`config.mk`:
```
export PLATFORM = sky130hd
export DESIGN_NAME = uart_tx_arbiter_flat
export DESIGN_NICKNAME = d
export VERILOG_FILES = /design/src/rtl/uart_tx_arbiter_pkg.sv /design/src/rtl/uart_tx_arbiter_if.sv /design/src/rtl/uart_tx_arbiter_rr_pick.sv /design/src/rtl/uart_tx_arbiter.sv /design/src/flat_wrapper.sv
export SDC_FILE = /design/constraint.sdc
export NUM_CORES = 1
export LEC_CHECK = 0
export CAP_MARGIN = 0
export CORE_ASPECT_RATIO = 1.25
export CORE_MARGIN = 2
export CORE_UTILIZATION = 50
export CTS_BUF_LIST = sky130_fd_sc_hd__clkbuf_16
export DETAILED_ROUTE_END_ITERATION = 6
export PLACE_DENSITY = 0.81
export SYNTH_ARGS = -nofsm -noshare
export SYNTH_HDL_FRONTEND = slang
export SYNTH_HIERARCHICAL = 1
export SYNTH_SLANG_ARGS = --single-unit
export TNS_END_PERCENT = 20
```
`constraint.sdc`:
```
create_clock -name S_AXI_ACLK -period 3.3 [get_ports S_AXI_ACLK]
set_input_delay 0.66 -clock S_AXI_ACLK [delete_from_list [all_inputs] [get_ports S_AXI_ACLK]]
set_output_delay 0.66 -clock S_AXI_ACLK [all_outputs]
set_load 0.05 [all_outputs]
```
`src/rtl/uart_tx_arbiter_pkg.sv`:
```
// Shared types and constants for the UART TX arbiter slice.
package uart_arb_pkg;

  localparam int unsigned BYTE_W = 8;
  localparam int unsigned ID_W   = 4;

  localparam logic [BYTE_W-1:0] HDR_ID_MASK = 8'h0F;

  typedef enum logic [1:0] {
    IDLE,
    HDR,
    DATA
  } arb_state_t;

  // The id field is masked out of the base, so a base with stray low bits still yields a clean id.
  function automatic logic [BYTE_W-1:0] hdr_byte(input logic [BYTE_W-1:0] base,
                                                  input logic [ID_W-1:0]   id);
    return (base & ~HDR_ID_MASK) | {{(BYTE_W-ID_W){1'b0}}, id};
  endfunction

endpackage

```
`src/rtl/uart_tx_arbiter_if.sv`:
```
// Requester byte streams, UART TX write port and arbiter status bundled as one interface.
interface uart_tx_arbiter_if #(
  parameter int unsigned NUM_REQ = 4
);
  import uart_arb_pkg::*;

  logic [NUM_REQ-1:0]        req_valid;
  logic [NUM_REQ*BYTE_W-1:0] req_data;
  logic [NUM_REQ-1:0]        req_last;
  logic [NUM_REQ-1:0]        req_ready;
  logic                      Full;
  logic [BYTE_W-1:0]         TX_data;
  logic                      wr_uart_en;
  logic [ID_W-1:0]           grant_id;
  logic                      busy;
  logic                      timeout_pulse;

  modport master (
    output req_valid, req_data, req_last, Full,
    input  req_ready, TX_data, wr_uart_en, grant_id, busy, timeout_pulse
  );

  modport slave (
    input  req_valid, req_data, req_last, Full,
    output req_ready, TX_data, wr_uart_en, grant_id, busy, timeout_pulse
  );

endinterface

```
`src/rtl/uart_tx_arbiter_rr_pick.sv`:
```
// Combinational round-robin picker: first set request at or after ptr_i, wrapping.
module rr_pick
  import uart_arb_pkg::*;
#(
  parameter int unsigned NUM_REQ = 4
) (
  input  logic [NUM_REQ-1:0] req_i,
  input  logic [ID_W-1:0]    ptr_i,
  output logic [ID_W-1:0]    idx_o,
  output logic               any_o
);

  int unsigned j;
  logic        hit;
  logic        found;

  always_comb begin
    idx_o = '0;
    found = 1'b0;
    j     = 0;
    hit   = 1'b0;
    for (int unsigned k = 0; k < NUM_REQ; k++) begin
      j = 32'(ptr_i) + k;
      if (j >= NUM_REQ) j = j - NUM_REQ;
      hit = 1'b0;
      // Constant-index select keeps the scan free of variable-width bit selects.
      for (int unsigned i = 0; i < NUM_REQ; i++) begin
        if (i == j) hit = req_i[i];
      end
      if (!found && hit) begin
        found = 1'b1;
        idx_o = ID_W'(j);
      end
    end
    any_o = found;
  end

endmodule

```
`src/rtl/uart_tx_arbiter.sv`:
```
// Round-robin message arbiter in front of a single UART TX FIFO write port,
// with optional per-message id header and idle-grant timeout.
module uart_tx_arbiter
  import uart_arb_pkg::*;
#(
  parameter int unsigned NUM_REQ     = 4,
  parameter int unsigned HDR_EN      = 1,
  parameter logic [7:0]  HDR_BASE    = 8'hA0,
  parameter int unsigned TIMEOUT_CYC = 1024
) (
  input  logic              S_AXI_ACLK,
  input  logic              S_AXI_ARESETN,
  uart_tx_arbiter_if.slave  bus
);

  localparam int unsigned     CNT_W    = $clog2(TIMEOUT_CYC);
  localparam logic [CNT_W-1:0] CNT_LAST = CNT_W'(TIMEOUT_CYC - 1);
  localparam logic [ID_W-1:0]  ID_LAST  = ID_W'(NUM_REQ - 1);
  localparam arb_state_t       GRANT_ST = (HDR_EN != 0) ? HDR : DATA;

  arb_state_t        state_q;
  logic [ID_W-1:0]   grant_q;
  logic [ID_W-1:0]   ptr_q;
  logic [ID_W-1:0]   ptr_d;
  logic [CNT_W-1:0]  idle_cnt_q;
  logic [CNT_W-1:0]  idle_cnt_d;

  logic [ID_W-1:0]   win_id;
  logic              win_any;
  logic              g_valid;
  logic              g_last;
  logic [BYTE_W-1:0] g_data;
  logic              accept;
  logic              expire;

  rr_pick #(
    .NUM_REQ (NUM_REQ)
  ) u_pick (
    .req_i (bus.req_valid),
    .ptr_i (ptr_q),
    .idx_o (win_id),
    .any_o (win_any)
  );

  always_comb begin
    g_valid = 1'b0;
    g_last  = 1'b0;
    g_data  = '0;
    for (int unsigned i = 0; i < NUM_REQ; i++) begin
      if (grant_q == ID_W'(i)) begin
        g_valid = bus.req_valid[i];
        g_last  = bus.req_last[i];
        g_data  = bus.req_data[i*BYTE_W +: BYTE_W];
      end
    end
  end

  assign accept     = (state_q == DATA) && g_valid && !bus.Full;
  assign expire     = (state_q == DATA) && !g_valid && (idle_cnt_q == CNT_LAST);
  assign ptr_d      = (grant_q == ID_LAST) ? '0 : grant_q + 1'b1;
  assign idle_cnt_d = idle_cnt_q + 1'b1;

  always_comb begin
    bus.wr_uart_en = 1'b0;
    bus.TX_data    = '0;
    bus.req_ready  = '0;
    case (state_q)
      HDR: begin
        bus.wr_uart_en = !bus.Full;
        bus.TX_data    = hdr_byte(HDR_BASE, grant_q);
      end
      DATA: begin
        bus.wr_uart_en = accept;
        bus.TX_data    = g_data;
        for (int unsigned i = 0; i < NUM_REQ; i++) begin
          if (grant_q == ID_W'(i)) bus.req_ready[i] = accept;
        end
      end
      default: ;
    endcase
  end

  assign bus.grant_id      = grant_q;
  assign bus.busy          = (state_q != IDLE);
  assign bus.timeout_pulse = expire;

  always_ff @(posedge S_AXI_ACLK or negedge S_AXI_ARESETN) begin
    if (!S_AXI_ARESETN) begin
      state_q    <= IDLE;
      grant_q    <= '0;
      ptr_q      <= '0;
      idle_cnt_q <= '0;
    end else begin
      case (state_q)
        IDLE: begin
          idle_cnt_q <= '0;
          if (win_any) begin
            grant_q <= win_id;
            state_q <= GRANT_ST;
          end
        end
        HDR: begin
          if (!bus.Full) state_q <= DATA;
        end
        DATA: begin
          // A Full stall with valid high neither counts nor clears the idle counter.
          if (accept) begin
            idle_cnt_q <= '0;
            if (g_last) begin
              state_q <= IDLE;
              ptr_q   <= ptr_d;
            end
          end else if (expire) begin
            idle_cnt_q <= '0;
            state_q    <= IDLE;
            ptr_q      <= ptr_d;
          end else if (!g_valid) begin
            idle_cnt_q <= idle_cnt_d;
          end
        end
        default: state_q <= IDLE;
      endcase
    end
  end

endmodule

```
`src/flat_wrapper.sv`:
```
// flat-port wrapper written by rule: the top's interface ports become plain ports
module uart_tx_arbiter_flat import uart_arb_pkg::*;
#(
  parameter int unsigned NUM_REQ     = 4,
  parameter int unsigned HDR_EN      = 1,
  parameter logic [7:0]  HDR_BASE    = 8'hA0,
  parameter int unsigned TIMEOUT_CYC = 1024
)
  (S_AXI_ACLK, S_AXI_ARESETN, bus_req_valid, bus_req_data, bus_req_last, bus_Full, bus_req_ready, bus_TX_data, bus_wr_uart_en, bus_grant_id, bus_busy, bus_timeout_pulse);
  uart_tx_arbiter_if #(.NUM_REQ(NUM_REQ)) bus_i ();
  input  logic S_AXI_ACLK;
  input  logic S_AXI_ARESETN;
  input wire logic [$bits(bus_i.req_valid)-1:0] bus_req_valid;
  input wire logic [$bits(bus_i.req_data)-1:0] bus_req_data;
  input wire logic [$bits(bus_i.req_last)-1:0] bus_req_last;
  input wire logic [$bits(bus_i.Full)-1:0] bus_Full;
  output wire logic [$bits(bus_i.req_ready)-1:0] bus_req_ready;
  output wire logic [$bits(bus_i.TX_data)-1:0] bus_TX_data;
  output wire logic [$bits(bus_i.wr_uart_en)-1:0] bus_wr_uart_en;
  output wire logic [$bits(bus_i.grant_id)-1:0] bus_grant_id;
  output wire logic [$bits(bus_i.busy)-1:0] bus_busy;
  output wire logic [$bits(bus_i.timeout_pulse)-1:0] bus_timeout_pulse;
  assign bus_i.req_valid = bus_req_valid;
  assign bus_i.req_data = bus_req_data;
  assign bus_i.req_last = bus_req_last;
  assign bus_i.Full = bus_Full;
  assign bus_req_ready = bus_i.req_ready;
  assign bus_TX_data = bus_i.TX_data;
  assign bus_wr_uart_en = bus_i.wr_uart_en;
  assign bus_grant_id = bus_i.grant_id;
  assign bus_busy = bus_i.busy;
  assign bus_timeout_pulse = bus_i.timeout_pulse;
  uart_tx_arbiter #(.NUM_REQ(NUM_REQ), .HDR_EN(HDR_EN), .HDR_BASE(HDR_BASE), .TIMEOUT_CYC(TIMEOUT_CYC)) u_core (.S_AXI_ACLK(S_AXI_ACLK), .S_AXI_ARESETN(S_AXI_ARESETN), .bus(bus_i));
endmodule
```
==> results of run 1 <==
-- cell families (layout without fill, tap and decap cells) --
group,after synthesis,in the layout
simple gates,114,114
compound gates,77,77
buf+inv,36,96
fa+ha+maj,27,27
flops,20,20
xor+xnor,12,12
mux,10,10
other cells,1,2
-- worst max-delay path: cells and delay by family --
| family | cells | cell delay, ns |
|---|---|---|
| and+or+nand+nor | 4 | 0.99 |
| buffers and inverters | 2 | 0.68 |
| AOI/OAI and AO/OA | 1 | 0.11 |
-- per-layer routing --
layer,share of wire,up-vias,global-route usage,wire length [microns]
met3,0.058,18,0.0474,378
li1,-,1190,-,-
met5,0,-,0,0
met4,0.029,0,0.0959,192
met2,0.53,88,0.471,3440
met1,0.39,1105,0.295,2540
-- synthesized netlist by cell type, types with 6 or more instances --
master / instances
and2_1: 9
o21ai_0: 11
nor2_1: 21
a21oi_1: 23
nor3_1: 9
xor2_1: 8
a221oi_1: 9
dfrtp_1: 20
clkbuf_1: 8
inv_1: 20
nand3_1: 8
nand2_1: 25
ha_1: 27
nor2b_1: 10
nand4_1: 6
-- stage by stage --
step / util / instance area, sq um / cells / TNS, ns
2_1_floorplan: - / 2460 / 298 / -0.655
3_3_place_gp: 0.694 / 3280 / 414 / 0
3_5_place_dp: 0.694 / 3280 / 414 / -0.0794
4_1_cts: 0.716 / 3390 / 418 / 0
5_1_grt: 0.721 / 3410 / 418 / 0
6_report: 0.721 / 3410 / 418 / 0
-- flip-flops by register name (all words and copies together), names as in the netlist --
signal	cells
u_core/ptr_q	4
u_core/bus.grant_id	4
u_core/idle_cnt_q	10
u_core/state_q	2
-- power by group --
part           internal [uW]  switching [uW]  leakage (uW)
registers                299            94.6      0.000267
clock network            241            92.0     0.0000511
logic                    888            1170       0.00112
-- worst min-delay path by stage --
stage                          from  depth (start not counted)  slack (ns)                endpoint
6_report       u_core/idle_cnt_q[0]                          1        0.53    u_core/idle_cnt_q[0]
5_1_grt        u_core/idle_cnt_q[9]                          2        0.57    u_core/idle_cnt_q[9]
4_1_cts        u_core/idle_cnt_q[0]                          1        0.53    u_core/idle_cnt_q[0]
3_5_place_dp   u_core/idle_cnt_q[0]                          1        0.52    u_core/idle_cnt_q[0]
3_3_place_gp   u_core/idle_cnt_q[0]                          1        0.52    u_core/idle_cnt_q[0]
2_1_floorplan         S_AXI_ARESETN                          0        0.36  u_core/bus.grant_id[0]
-- timing repair --
| action | in CTS | in global routing |
|---|---|---|
| endpoints found under the setup margin | 4 | 5 |
| pin swaps | 0 | 2 |
| gates resized for setup | 1 | 4 |
| gates cloned | 0 | 0 |
-- cell type report --
cell class | instances | area [sq um] | share of cell area
Clock buffer | 3 | 75.1 | 0.0220
Clock inverter | 1 | 30.0 | 0.00881
Inverter | 21 | 78.8 | 0.0231
Multi-Input combinational cell | 242 | 1820 | 0.535
Sequential cell | 20 | 500 | 0.147
Tap cell | 60 | 75.1 | 0.0220
Timing Repair Buffer | 71 | 826 | 0.242
==> summary.md, run 1 <==
| Metric | Value |
|---|---|
| Post-synth ARST share | `1.00` |
| # IOs | `62` |
| Fillers | `352` |
| Setup slack, reg-to-reg | `0.22 ns` |
| Multiplexer area fraction after synthesis | `0.0508` |
| Mean area per synthesized cell | `8.29 sq um` |
| Worst reg2reg path depth | `12` |
| Global-route wire length before repair | `11.0 mm` |
| Mapped cell area | `2460 sq um` |
| Post-Synthesis Cells | `297` |
| Largest net degree at the start of global routing | `23` |
| Slew margin rel. | `0.399` |
| GRT Residual Overflow | `0` |
| Total GRT Usage | `0.257` |
| Clk_lat worst skew | `0.25 ns` |
| Routed vias/inst | `5.74` |
| WP data required | `2.64 ns` |
| Clk root buf | `clkbuf_16` |
| DR iter-0 viols | `157` |
| CTS HTree Levels | `1` |
| Layout Skew | `0.00523 ns` |
| Max cap viols | `0` |
| Nets@finish | `429` |
| Routed length per placed instance | `15.7 microns` |
| Crit Reg-Reg Startpoint | `u_core/ptr_q[1]` |
| Share of layout cells above drive strength 1 | `0.156` |
| Post-Synth Simple-Gate Area | `0.270` |
| Warnings, synthesis | `6` |
| RSZ-0062 raised after global routing | `no` |
| Number of synthesized flops with an enable pin | `0` |
| Sequential area share after synthesis | `0.203` |
| Area Growth Syn to Fin | `38.5%` |
| Initial core utilization | `0.520` |
| Ant. Diodes | `0` |
| Top cell type's share of synthesized area | `0.203` |
| Arrival time at the worst endpoint | `2.45 ns` |
| Worst Hold Class | `reg2reg` |
| Most frequent cells in the layout | `clkdlybuf4s50_1, ha_1, nand2_1` |
| Crit path from | `bus_req_valid[3]` |
| Post-synthesis compound-gate area fraction | `0.225` |
| Worst path cell trace | `clkdlybuf4s50_1 -> nor4bb_4 -> a21oi_1 -> nand2b_4 -> nor2_1 -> and3_1 -> buf_12` |
| Final setup fails | `0` |
| CP Launch Type | `input pin` |
| Worst vdd rail ir drop | `0.000587 V` |
| Commonest non-fill, non-tap cell in the layout | `clkdlybuf4s50_1` |
| Synth Area in Adders | `0.137` |
| Max clock buf depth | `2` |
| Least-Margin Pin Slew | `0.899 ns` |
| Synthesis-stage register bit count | `20` |
| Outcome | `finished clean` |
| CP Class | `in2out` |
| Ys flop type | `dfrtp_1` |
| Synth area leaders | `dfrtp_1, ha_1, a21oi_1, nand2_1, a221oi_1` |
| Antenna violations before repair | `0` |
| Setup Fix Bufs, Post-CTS | `0` |
| Part of the cycle the worst path needs | `0.942` |
| Total power | `2790 uW` |
| Hold-fix buffer count after cts | `0` |
| Die width | `66.8 microns` |
| XOR/XNOR Fraction of Synth Area | `0.0458` |
| Vias | `2401` |
| Largest family of logic cells by synthesized area | `simple AND/OR/NAND/NOR gates` |
| Distinct cells, synth | `67` |
| TritonCTS clock tree | `built` |
| ANT nets after route | `0` |
| Fin. max-slew vios | `0` |
| CP peak stage delay | `0.53 ns` |
| Final RePlAce weighted congestion | `0.890` |
| Post-Route WL | `6.55 mm` |
| Die Area | `5500 sq um` |
| Power Density | `817 nW/um^2` |
| Clock-pin slew on the worst setup and hold paths | `0.06 ns` |
| Critical Path End | `bus_req_ready[3]` |
| # rows | `28` |
| CP Max Fanout | `4` |
| Pre-CTS setup slack | `-0.0253 ns` |
| Slowest CP cell | `clkdlybuf4s50_1` |
| Critical Path End Type | `output port` |
| R2r endpoint | `u_core/bus.grant_id[2]` |
| Area leader, netlist | `dfrtp_1` |
| FMAX | `0.322 GHz` |
| Final Worst Setup Slack | `0.193 ns` |
| Final hold violation count | `0` |
| CTS buffer count | `3` |
| Vias in the first global route | `2406` |
| Die Span Y | `82.4 microns` |
| Dpl hpwl | `5.08 mm` |
| Worst-case hold slack | `0.531 ns` |
| I/O Buffers | `61` |
| CTS Sinks | `20` |
| Minimum clock period after layout | `3.11 ns` |
| Leakage power | `0.00144 uW` |
| Core area | `4730 sq um` |
| TritonRoute pass-1 iters | `4` |
| Post-route DRC violation count | `0` |
No activity file was read; power rests on OpenSTA's default activity.
==> run 2, diff against run 1 <==
- TNS_END_PERCENT: 20 -> default
==> summary.md, run 2 (synthesis gave the netlist of run 1 again) <==
| Metric | Value |
|---|---|
| Outcome | `finished clean (unchanged)` |
| Least-Margin Pin Slew | `0.889 ns (was 0.899 ns)` |
| Clk_lat worst skew | `0.25 ns (about the same)` |
| Crit Reg-Reg Startpoint | `u_core/ptr_q[1] (unchanged)` |
| Power Density | `819 nW/um^2 (was 817 nW/um^2)` |
| WP buf/inv | `2 (unchanged)` |
| Final hold violation count | `0 (unchanged)` |
| CTS HTree Levels | `1 (unchanged)` |
| CP Class | `in2out (unchanged)` |
| Most flops, register | `u_core/idle_cnt_q (unchanged)` |
| Routed length per placed instance | `16.2 microns (was 15.7 microns)` |
| Worst vdd rail ir drop | `0.000602 V (was 0.000587 V)` |
| Initial core utilization | `0.520 (unchanged)` |
| Post-route DRC violation count | `0 (unchanged)` |
| CP Launch Type | `input pin (unchanged)` |
| ANT nets after route | `0 (unchanged)` |
| WP data required | `2.64 ns (about the same)` |
| Antenna violations before repair | `0 (unchanged)` |
| Endpoint, Worst Hold | `u_core/idle_cnt_q[0] (unchanged)` |
| Fin. max-slew vios | `0 (unchanged)` |
| Die Area | `5500 sq um (unchanged)` |
| Worst Hold Depth | `1 (unchanged)` |
| Core area | `4730 sq um (unchanged)` |
| CP peak stage delay | `0.56 ns (was 0.53 ns)` |
| TritonCTS clock tree | `built (unchanged)` |
| Critical Path End Type | `output port (unchanged)` |
| Vias | `2512 (was 2401)` |
| Worst reg2reg path depth | `12 (unchanged)` |
| R2r endpoint | `u_core/bus.grant_id[0] (was u_core/bus.grant_id[2])` |
| DR iter-0 viols | `144 (was 157)` |
| Die Span Y | `82.4 microns (unchanged)` |
| Fillers | `355 (was 352)` |
| Leakage power | `0.00145 uW (was 0.00144 uW)` |
| Setup TNS | `0 ns (unchanged)` |
| I/O Buffers | `61 (unchanged)` |
| Footprint of the multi-input gates | `1820 sq um (about the same)` |
| Largest net degree at the start of global routing | `21 (was 23)` |
| Global-route wire length before repair | `11.3 mm (was 11.0 mm)` |
| Clock-pin slew on the worst setup and hold paths | `0.06 ns (about the same)` |
| Ant. Diodes | `0 (unchanged)` |
| Routed vias/inst | `5.98 (was 5.74)` |
| Max cap viols | `0 (unchanged)` |
| Worst path cell trace | `clkdlybuf4s50_1 -> nand2_1 -> o21ai_1 -> a21oi_1 -> nand2b_4 -> nor2_1 -> and3_1 -> buf_12 (was clkdlybuf4s50_1 -> nor4bb_4 -> a21oi_1 -> nand2b_4 -> nor2_1 -> and3_1 -> buf_12)` |
| Area Growth Syn to Fin | `39.1% (was 38.5%)` |
| Die width | `66.8 microns (unchanged)` |
| # rows | `28 (unchanged)` |
| Vias in the first global route | `2487 (was 2406)` |
| Setup slack, reg-to-reg | `0.23 ns (was 0.22 ns)` |
| CTS Sinks | `20 (unchanged)` |
| Share of layout cells above drive strength 1 | `0.169 (was 0.156)` |
| Most frequent cells in the layout | `clkdlybuf4s50_1, ha_1, nand2_1 (unchanged)` |
| Hold Crit Start | `u_core/idle_cnt_q[0] (unchanged)` |
| Total GRT Usage | `0.266 (was 0.257)` |
| Minimum clock period after layout | `3.13 ns (was 3.11 ns)` |
| Delay-heaviest family, CP | `buffers and inverters (was simple AND/OR/NAND/NOR gates)` |
| GRT Residual Overflow | `0 (unchanged)` |
| Post-Route WL | `6.80 mm (was 6.55 mm)` |
| # IOs | `62 (unchanged)` |
| CP Max Fanout | `5 (was 4)` |
| Worst Hold Class | `reg2reg (unchanged)` |
| RSZ-0062 raised after global routing | `no (unchanged)` |
| Register area | `502 sq um (was 500 sq um)` |
| Part of the cycle the worst path needs | `0.949 (was 0.942)` |
| Slew margin rel. | `0.405 (was 0.399)` |
| Max FFs per register | `10 (unchanged)` |
| Final RePlAce weighted congestion | `0.872 (was 0.890)` |
| Max clock buf depth | `2 (unchanged)` |
| Worst-case hold slack | `0.553 ns (was 0.531 ns)` |
| Final setup fails | `0 (unchanged)` |
| Nets@finish | `431 (was 429)` |
| Arrival time at the worst endpoint | `2.47 ns (was 2.45 ns)` |
| FMAX | `0.319 GHz (was 0.322 GHz)` |
| Dpl hpwl | `5.22 mm (was 5.08 mm)` |
| Clk root buf | `clkbuf_16 (unchanged)` |
| Commonest non-fill, non-tap cell in the layout | `clkdlybuf4s50_1 (unchanged)` |
| CTS buffer count | `3 (unchanged)` |
| Core Util, Final | `0.724 (was 0.721)` |
| Layout Skew | `0.00553 ns (was 0.00523 ns)` |
| TritonRoute pass-1 iters | `4 (unchanged)` |
| Slowest CP cell | `clkdlybuf4s50_1 (unchanged)` |
run 2: power by group:
group / switching [uW] / total [uW] / internal, uW
logic: 1170 / 2080 / 906
registers: 96.4 / 396 / 299
clock network: 91.9 / 333 / 241
run 2: worst max-delay path by stage:
stage / startpoint / to / depth (start not counted)
global route: u_core/ptr_q[1] / u_core/state_q[1] / 14
detailed placement: u_core/ptr_q[1] / u_core/bus.grant_id[0] / 12
CTS: u_core/ptr_q[1] / u_core/bus.grant_id[0] / 12
finish: bus_req_valid[0] / bus_req_ready[2] / 8
floorplan: u_core/bus.grant_id[0] / bus_TX_data[7] / 9
global placement: u_core/ptr_q[1] / u_core/bus.grant_id[3] / 12
run 2: area by class of cell:
cell class                 instances  area share
multi-input combinational        242       0.532
inverter                          21      0.0230
clock buffer                       3      0.0219
timing repair buffer              73       0.246
clock inverter                     1     0.00877
sequential                        20       0.147
tap                               60      0.0219
run 2: per-stage QoR:
step / power (uW) / area, sq um / setup slack (ns) / cells
3_5_place_dp: 2390 / 3290 / 0.00587 / 414
5_1_grt: 3020 / 3420 / 0.0303 / 420
6_report: 2800 / 3420 / 0.167 / 420
2_1_floorplan: 1780 / 2470 / 0.0310 / 298
4_1_cts: 2740 / 3400 / 0.0603 / 418
3_3_place_gp: 2340 / 3290 / 0.195 / 414
run 2: per-layer routing:
layer / vias to the layer above / global-route usage / part of all wire
met5: - / 0 / 0
met4: 0 / 0.102 / 0.019
met3: 12 / 0.0542 / 0.058
met2: 96 / 0.475 / 0.52
met1: 1209 / 0.312 / 0.40
li1: 1195 / - / -
run 2: repair_timing:
item | 4_1_cts | 5_1_grt
buffers inserted | 0 | 2
hold buffers | 0 | 0
setup endpoints to repair | 3 | 12
pin swaps | 0 | 2
gates resized for setup | 1 | 4
run 2: worst register-to-register path: stages, from the launching register on:
cell and delay (ns):
dfrtp_2 0.45, ha_1 0.26, and3b_1 0.23, nor2_2 0.14, ha_1 0.16, ha_1 0.16, inv_1 0.05, a2111oi_2 0.40
a32oi_1 0.09, a221o_1 0.41, nand3b_1 0.16, nand2_1 0.14, mux2_2 0.30
